<file path="src/rtl/run_perf_monitor_pkg.sv">
// Shared types for the run-control / performance-monitor block: FSM state
// encoding and the enable decode used by the run-control sequencer.
package run_perf_monitor_pkg;

   typedef enum logic [1:0] {
      RUN_ST_RUN  = 2'b00,
      RUN_ST_HALT = 2'b01,
      RUN_ST_STEP = 2'b10
   } run_st_e;

   function automatic logic run_st_en(input run_st_e st);
      return (st == RUN_ST_RUN) || (st == RUN_ST_STEP);
   endfunction

endpackage

</file>
<file path="src/rtl/run_perf_monitor_if.sv">
// Board-side bundle of the monitor: run-control buttons, event strobes,
// counter control and the counter read port.
interface run_perf_monitor_if #(
   parameter int NumEvt = 4,
   parameter int SelBit = 2,
   parameter int CntBit = 32
);
   import run_perf_monitor_pkg::*;

   logic              resume;
   logic              step;
   logic              halt;
   logic [NumEvt-1:0] evt;
   logic              clr;
   logic              snap;
   logic [SelBit-1:0] sel;
   logic              sel_snap;
   logic              en;
   run_st_e           run_st;
   logic [CntBit-1:0] rd_data;
   logic [NumEvt-1:0] ovf;

   modport master (
      output resume, step, halt, evt, clr, snap, sel, sel_snap,
      input  en, run_st, rd_data, ovf
   );

   modport slave (
      input  resume, step, halt, evt, clr, snap, sel, sel_snap,
      output en, run_st, rd_data, ovf
   );

endinterface

</file>
<file path="src/rtl/run_perf_monitor_ctrl.sv">
// Run-control sequencer: synchronises the resume/step buttons, detects their
// rising edges and gates the core enable through the RUN/HALT/STEP machine.
module run_perf_monitor_ctrl
   import run_perf_monitor_pkg::*;
(
   input  logic    clk,
   input  logic    rst,
   input  logic    resume,
   input  logic    step,
   input  logic    halt,
   output logic    en,
   output run_st_e run_st
);

   logic [1:0] resume_sync_q, resume_sync_d;
   logic [1:0] step_sync_q, step_sync_d;
   logic       resume_prev_q, resume_prev_d;
   logic       step_prev_q, step_prev_d;
   logic       resume_edge, step_edge;
   run_st_e    state_q, state_d;
   logic       en_q, en_d;

   always_ff @(posedge clk or posedge rst) begin
      if (rst) begin
         resume_sync_q <= '0;
         step_sync_q   <= '0;
         resume_prev_q <= 1'b0;
         step_prev_q   <= 1'b0;
         state_q       <= RUN_ST_RUN;
         en_q          <= 1'b1;
      end else begin
         resume_sync_q <= resume_sync_d;
         step_sync_q   <= step_sync_d;
         resume_prev_q <= resume_prev_d;
         step_prev_q   <= step_prev_d;
         state_q       <= state_d;
         en_q          <= en_d;
      end
   end

   always_comb begin
      resume_sync_d = {resume_sync_q[0], resume};
      step_sync_d   = {step_sync_q[0], step};
      resume_prev_d = resume_sync_q[1];
      step_prev_d   = step_sync_q[1];
      resume_edge   = resume_sync_q[1] & ~resume_prev_q;
      step_edge     = step_sync_q[1] & ~step_prev_q;
      state_d       = state_q;

      // Button edges only matter while halted; resume beats step.
      case (state_q)
         RUN_ST_RUN:  if (halt) state_d = RUN_ST_HALT;
         RUN_ST_HALT: begin
            if (resume_edge)    state_d = RUN_ST_RUN;
            else if (step_edge) state_d = RUN_ST_STEP;
         end
         RUN_ST_STEP: state_d = RUN_ST_HALT;
         default:     state_d = RUN_ST_HALT;
      endcase

      en_d = run_st_en(state_d);
   end

   assign en     = en_q;
   assign run_st = state_q;

endmodule

</file>
<file path="src/rtl/run_perf_monitor.sv">
// Run-control and performance monitor: gates the core enable and counts event
// strobes while enabled, with snapshot registers and a counter read mux.
module run_perf_monitor
   import run_perf_monitor_pkg::*;
#(
   parameter int NumEvt  = 4,
   parameter int SelBit  = 2,
   parameter int CntBit  = 32,
   parameter int SatMode = 0
) (
   input logic               clk,
   input logic               rst,
   run_perf_monitor_if.slave bus
);

   localparam logic [CntBit-1:0] CntMax = '1;

   logic              en_w;
   run_st_e           run_st_w;
   logic [SelBit-1:0] sel_w;
   logic [CntBit-1:0] live_arr [NumEvt];
   logic [CntBit-1:0] snap_arr [NumEvt];
   logic [NumEvt-1:0] ovf_w;
   logic [CntBit-1:0] rd_data_w;

   run_perf_monitor_ctrl u_ctrl (
      .clk    (clk),
      .rst    (rst),
      .resume (bus.resume),
      .step   (bus.step),
      .halt   (bus.halt),
      .en     (en_w),
      .run_st (run_st_w)
   );

   for (genvar gi = 0; gi < NumEvt; gi++) begin : g_cnt
      logic [CntBit-1:0] cnt_q, cnt_d;
      logic [CntBit-1:0] snap_q, snap_d;
      logic              ovf_q, ovf_d;

      always_comb begin
         cnt_d  = cnt_q;
         ovf_d  = ovf_q;
         // Snapshot samples the pre-edge value, so snap+clr keeps the old count.
         snap_d = bus.snap ? cnt_q : snap_q;
         if (bus.clr) begin
            cnt_d = '0;
            ovf_d = 1'b0;
         end else if (en_w && bus.evt[gi]) begin
            if (cnt_q == CntMax) begin
               ovf_d = 1'b1;
               if (SatMode == 0) cnt_d = '0;
            end else begin
               cnt_d = cnt_q + 1'b1;
            end
         end
      end

      always_ff @(posedge clk or posedge rst) begin
         if (rst) begin
            cnt_q  <= '0;
            snap_q <= '0;
            ovf_q  <= 1'b0;
         end else begin
            cnt_q  <= cnt_d;
            snap_q <= snap_d;
            ovf_q  <= ovf_d;
         end
      end

      assign live_arr[gi] = cnt_q;
      assign snap_arr[gi] = snap_q;
      assign ovf_w[gi]    = ovf_q;
   end

   assign sel_w = bus.sel;

   // Indices past the last counter read as zero.
   always_comb begin
      rd_data_w = '0;
      for (int i = 0; i < NumEvt; i++) begin
         if (int'(sel_w) == i) rd_data_w = bus.sel_snap ? snap_arr[i] : live_arr[i];
      end
   end

   assign bus.en      = en_w;
   assign bus.run_st  = run_st_w;
   assign bus.rd_data = rd_data_w;
   assign bus.ovf     = ovf_w;

endmodule

</file>
<file path="src/flat_wrapper.sv">
// flat-port wrapper written by rule: the top's interface ports become plain ports
module run_perf_monitor_flat import run_perf_monitor_pkg::*;
#(
   parameter int NumEvt  = 4,
   parameter int SelBit  = 2,
   parameter int CntBit  = 32,
   parameter int SatMode = 0
)
  (clk, rst, bus_resume, bus_step, bus_halt, bus_evt, bus_clr, bus_snap, bus_sel, bus_sel_snap, bus_en, bus_run_st, bus_rd_data, bus_ovf);
  run_perf_monitor_if #(.NumEvt(NumEvt), .SelBit(SelBit), .CntBit(CntBit)) bus_i ();
  input logic clk;
  input logic rst;
  input wire logic [$bits(bus_i.resume)-1:0] bus_resume;
  input wire logic [$bits(bus_i.step)-1:0] bus_step;
  input wire logic [$bits(bus_i.halt)-1:0] bus_halt;
  input wire logic [$bits(bus_i.evt)-1:0] bus_evt;
  input wire logic [$bits(bus_i.clr)-1:0] bus_clr;
  input wire logic [$bits(bus_i.snap)-1:0] bus_snap;
  input wire logic [$bits(bus_i.sel)-1:0] bus_sel;
  input wire logic [$bits(bus_i.sel_snap)-1:0] bus_sel_snap;
  output wire logic [$bits(bus_i.en)-1:0] bus_en;
  output wire logic [$bits(bus_i.run_st)-1:0] bus_run_st;
  output wire logic [$bits(bus_i.rd_data)-1:0] bus_rd_data;
  output wire logic [$bits(bus_i.ovf)-1:0] bus_ovf;
  assign bus_i.resume = bus_resume;
  assign bus_i.step = bus_step;
  assign bus_i.halt = bus_halt;
  assign bus_i.evt = bus_evt;
  assign bus_i.clr = bus_clr;
  assign bus_i.snap = bus_snap;
  assign bus_i.sel = bus_sel;
  assign bus_i.sel_snap = bus_sel_snap;
  assign bus_en = bus_i.en;
  assign bus_run_st = bus_i.run_st;
  assign bus_rd_data = bus_i.rd_data;
  assign bus_ovf = bus_i.ovf;
  run_perf_monitor #(.NumEvt(NumEvt), .SelBit(SelBit), .CntBit(CntBit), .SatMode(SatMode)) u_core (.clk(clk), .rst(rst), .bus(bus_i));
endmodule
</file>
<file path="config.mk">
export PLATFORM = sky130hd
export DESIGN_NAME = run_perf_monitor_flat
export DESIGN_NICKNAME = d
export VERILOG_FILES = /design/src/rtl/run_perf_monitor_pkg.sv /design/src/rtl/run_perf_monitor_if.sv /design/src/rtl/run_perf_monitor_ctrl.sv /design/src/rtl/run_perf_monitor.sv /design/src/flat_wrapper.sv
export SDC_FILE = /design/constraint.sdc
export NUM_CORES = 1
export LEC_CHECK = 0
export CELL_PAD_IN_SITES_DETAIL_PLACEMENT = 1
export CELL_PAD_IN_SITES_GLOBAL_PLACEMENT = 1
export CORE_MARGIN = 2
export CORE_UTILIZATION = 54
export CTS_CLUSTER_SIZE = 14
export DETAILED_ROUTE_END_ITERATION = 16
export PLACE_DENSITY_LB_ADDON = 0.1
export SLEW_MARGIN = 20
export SYNTH_ARGS = -nofsm -noshare
export SYNTH_HDL_FRONTEND = slang
export SYNTH_SLANG_ARGS = --single-unit
</file>
<file path="constraint.sdc">
create_clock -name clk -period 23.1 [get_ports clk]
set_clock_uncertainty 0.05 [all_clocks]
set_input_delay 5.775 -clock clk [delete_from_list [all_inputs] [get_ports clk]]
set_output_delay 5.775 -clock clk [all_outputs]
set_load 0.02 [all_outputs]
</file>
==> results.md <==
Outcome:
- The flow ran to the end, and the final reports show no timing, DRC or antenna violations.

Global route:
- Global routing finished with a remaining overflow of 0.
- The overall track demand over capacity in global routing is 29.1%.
- The number of global-route vias before repair is 10076.
- The first-pass GRT wire length is 59.5 mm.
- Entering global routing, the biggest net connects 127 pins.
- The number of antenna violations at the first check in global routing is 0.

Timing:
- The pin slew with the least headroom to its limit is 1.14 ns.
- Dividing the final minimum period by the clock period gives 61.5%.
- Timing would allow up to 70.3 MHz.
- Measured against its own limit, the worst slew margin works out to 24.2%.
- Setup repair after global routing left no endpoint under its margin.
- Setup violations remaining at the end of the flow were counted as 0.
- The max-slew violation count is 0.
- The routed design could run at a clock period as short as 14.22 ns.
- For the final routed database, the setup TNS stands at 0 ns.
- The count of endpoints failing hold in the final timing report was 0.

Worst hold path:
- The tightest min-delay check is of the reg -> reg type.
- The cell depth of the worst hold path is 0.

Clock network:
- Counting along the longest clock path gives a buffer depth of 3.
- The number of clock sinks is 269.
- In this run, post-CTS hold repair placed 0 buffers.
- The post-cts resize count is 0.
- The H-tree depth is 1.
- The CTS root buffer is clkbuf_16.
- The clock latency on the worst-skew pair is 0.57 ns.
- The number of buffers inserted by post-CTS setup repair is 0.
- Buffers inserted during clock tree synthesis total 30.
- The clock slew seen by the registers of the worst setup and hold paths is 0.05 ns.
- The clock tree from TritonCTS is yes.

Synth:
- The share of flip-flops with an asynchronous set or reset is 100%.
- The netlist uses 57 different library cells.
- Dividing the synthesized area by the synthesized cell count gives 12.2 um^2.
- The number of nets produced by synthesis is 1151.
- The number of flip-flops and latches in the synthesized netlist is 269.
- The number of synthesized flops with an enable pin is 0.
- The register area share after synthesis is 48.8%.
- The count of mapped cells out of synthesis is 1133.
- Summing every instance area after synthesis gives 13800 um^2.
- For this run, the leading register cell type out of synthesis is dfrtp_1.
- During synthesis, Yosys emitted a total of 0 warnings.

Setup path:
- The slowest cell on the critical path is buf_4.
- The critical path start-end classification is in -> out.
- Along the worst path, the maximum fanout reaches 36.
- The family with the most delay on the worst path is buffers and inverters.
- For the worst setup path, the data arrival time is 8.39 ns.
- The signal on the critical path passes through buf_4 -> buf_4 -> mux4_2 -> mux2_2 -> clkdlybuf4s50_1.
- The critical path crosses 5 cells after its start point.
- The largest single stage delay on the critical path is 0.61 ns.
- The depth of the worst register-to-register path is 5.
- STA classifies the critical path endpoint as an output pin.
- The cell occurring most often along the worst timing path is buf_4.
- The worst setup path is launched from an input pin.
- Data on the critical path is required at its endpoint by 17.28 ns.
- Counting both buffers and inverters, the worst setup path holds a total of 3.

Floorplanning:
- The chip height is 164 um.
- The total number of placement rows is 58.
- The width of the chip is 164 um.
- The area of the core is 25100 um^2.
- The starting density of the core is 54.9%.
- The number of I/O pins is 53.
- The die covers 26800 um^2.

Job:
- The count of max-cap constraint violations is 0.

Drt:
- For this block, the initial DRC count from the detailed router was 877.
- The first detailed-routing pass ran for 4 iterations.
- The final wirelength is 37.7 mm.
- The count of nets left with antenna violations once routing finished came out at 0.
- The total vias in the final route is 9418.
- The vias per cell is 6.20.
- In the final routed layout, each cell accounts on average for 24.8 um.
- After detailed routing, the number of remaining DRC violations is 0.

Final layout:
- The share of cells above drive strength 1 is 26.4%.
- Leaving out fill and tap cells, the most frequent cells in the layout are 268 x dfrtp_1, 161 x mux2_2, 135 x nor2_1.
- The final antenna diode count is 0.
- The most frequent standard cell in the layout excluding fill and tap cells is dfrtp_1.
- The share of the core filled with cells in the final layout is 61.5%.
- The area added between synthesis and finish is 12.1%.
- The area of the multi-input gates is 6680 um^2.
- Registers take 6730 um^2.
- The final layout contains 1182 nets.
- The filler cell count in the final layout is 2512.

Power and ir drop:
- The static power due to leakage is 6.86 nW.
- VDD sags by at most 57.8 uV.
- The power per cell area is 66.3 nW/um^2.

Place:
- The final estimated routing congestion in global placement is 0.856.
- The post-DP HPWL is 25.6 mm.
- The number of buffers added on ports is 52.
-- power by group --
group | switching [W] | internal, W
Clock | 0.000197 | 0.000281
Sequential | 0.00000854 | 0.000477
Combinational | 0.0000394 | 0.0000221
Total | 0.000245 | 0.000780
-- logic make-up (layout without fill, tap and decap cells) --
logic type	after synthesis	after routing	synth area share, %
compound gates	42	42	1.87
xor+xnor	110	110	6.99
fa+ha+maj	4	4	0.363
buf+inv	75	130	2.94
flops	269	269	48.8
mux	225	225	23.6
simple gates	408	408	15.4
-- registers in the layout (all words and copies together) (netlist names) --
register and count:
u_core.g_cnt.cnt_q 128, u_core.g_cnt.ovf_q 4, u_core.g_cnt.snap_q 128, u_core.u_ctrl.en 1, u_core.u_ctrl.resume_prev_q 1, u_core.u_ctrl.resume_sync_q 2, u_core.u_ctrl.run_st 2, u_core.u_ctrl.step_prev_q 1
u_core.u_ctrl.step_sync_q 2
-- synth_stat cells (3+ instances only) --
| master | count | area (um^2) |
|---|---|---|
| xnor2_1 | 29 | 254 |
| ha_1 | 4 | 50.1 |
| nor2_1 | 135 | 507 |
| nor2b_1 | 3 | 18.8 |
| buf_2 | 10 | 50.1 |
| or2_2 | 5 | 31.3 |
| and2_1 | 9 | 56.3 |
| nand4b_1 | 3 | 26.3 |
| nand2_1 | 54 | 203 |
| mux4_2 | 63 | 1420 |
| nand2b_1 | 4 | 25.0 |
| dfrtp_1 | 268 | 6710 |
| xor2_1 | 81 | 709 |
| nor4_1 | 10 | 62.6 |
| nand3_1 | 52 | 260 |
| nand4_1 | 53 | 332 |
| nor3_1 | 15 | 75.1 |
| and3_1 | 22 | 138 |
| or4_1 | 7 | 52.6 |
| and4_1 | 13 | 114 |
| o31ai_1 | 3 | 22.5 |
| buf_1 | 12 | 45.0 |
| buf_4 | 4 | 30.0 |
| clkbuf_1 | 32 | 120 |
| mux2_2 | 161 | 1810 |
| inv_1 | 10 | 37.5 |
| or3_1 | 6 | 37.5 |
| a21oi_1 | 12 | 60.1 |
| o21ai_0 | 13 | 65.1 |
| and3_2 | 5 | 37.5 |
-- metal layers --
layer  wire length (um)  track usage [%]  up-vias
met4                865             7.10        2
met3               2210             5.88       67
li1                   -                -     4177
met5                 71             2.08        -
met2              17600             46.3      226
met1              16900             41.4     4946
-- worst register-to-register path, delay by kind of cell (launching register included) --
family          cells  cell delay, ns
compound gates      1            0.56
simple gates        4            1.54
flops               1            0.47
-- area by class of cell --
type	count	share of cell area, %
inverters	10	0.291
repair buffers	64	3.85
clock inverters	11	0.769
flip-flops and latches	269	43.6
multi-input cells	789	43.2
clock buffers	45	5.61
well taps	330	2.67
-- path summary, 6_finish.rpt --
| path | from | end | slack, ns |
|---|---|---|---|
| setup / recovery | bus_sel[0] | bus_rd_data[20] | 8.88 |
| hold / removal | u_core.u_ctrl.step_sync_q[0] | u_core.u_ctrl.step_sync_q[1] | 0.30 |
| setup reg to reg | u_core.g_cnt[2].cnt_q[7] | u_core.g_cnt[2].cnt_q[10] | 20.33 |
| hold reg to reg | u_core.u_ctrl.step_sync_q[0] | u_core.u_ctrl.step_sync_q[1] | 0.30 |
| max in group asynchronous | rst | u_core.g_cnt[1].cnt_q[20] | 15.69 |
| min in group asynchronous | rst | u_core.g_cnt[0].cnt_q[30] | 5.78 |
-- metrics by stage --
| step | power (W) | std cells | cell area [um^2] | hold slack [ns] | setup slack [ns] |
|---|---|---|---|---|---|
| 5_1_grt | 0.00106 | 1518 | 15500 | 0.311 | 8.73 |
| 3_3_place_gp | 0.000554 | 1462 | 14400 | 0.284 | 8.91 |
| 3_5_place_dp | 0.000556 | 1462 | 14400 | 0.286 | 8.85 |
| 4_1_cts | 0.00103 | 1518 | 15400 | 0.303 | 8.83 |
| 6_report | 0.00103 | 1518 | 15500 | 0.302 | 8.88 |
| 2_1_floorplan | 0.000537 | 1133 | 13800 | 0.281 | 9.85 |
No activity file was read; power rests on OpenSTA's default activity.
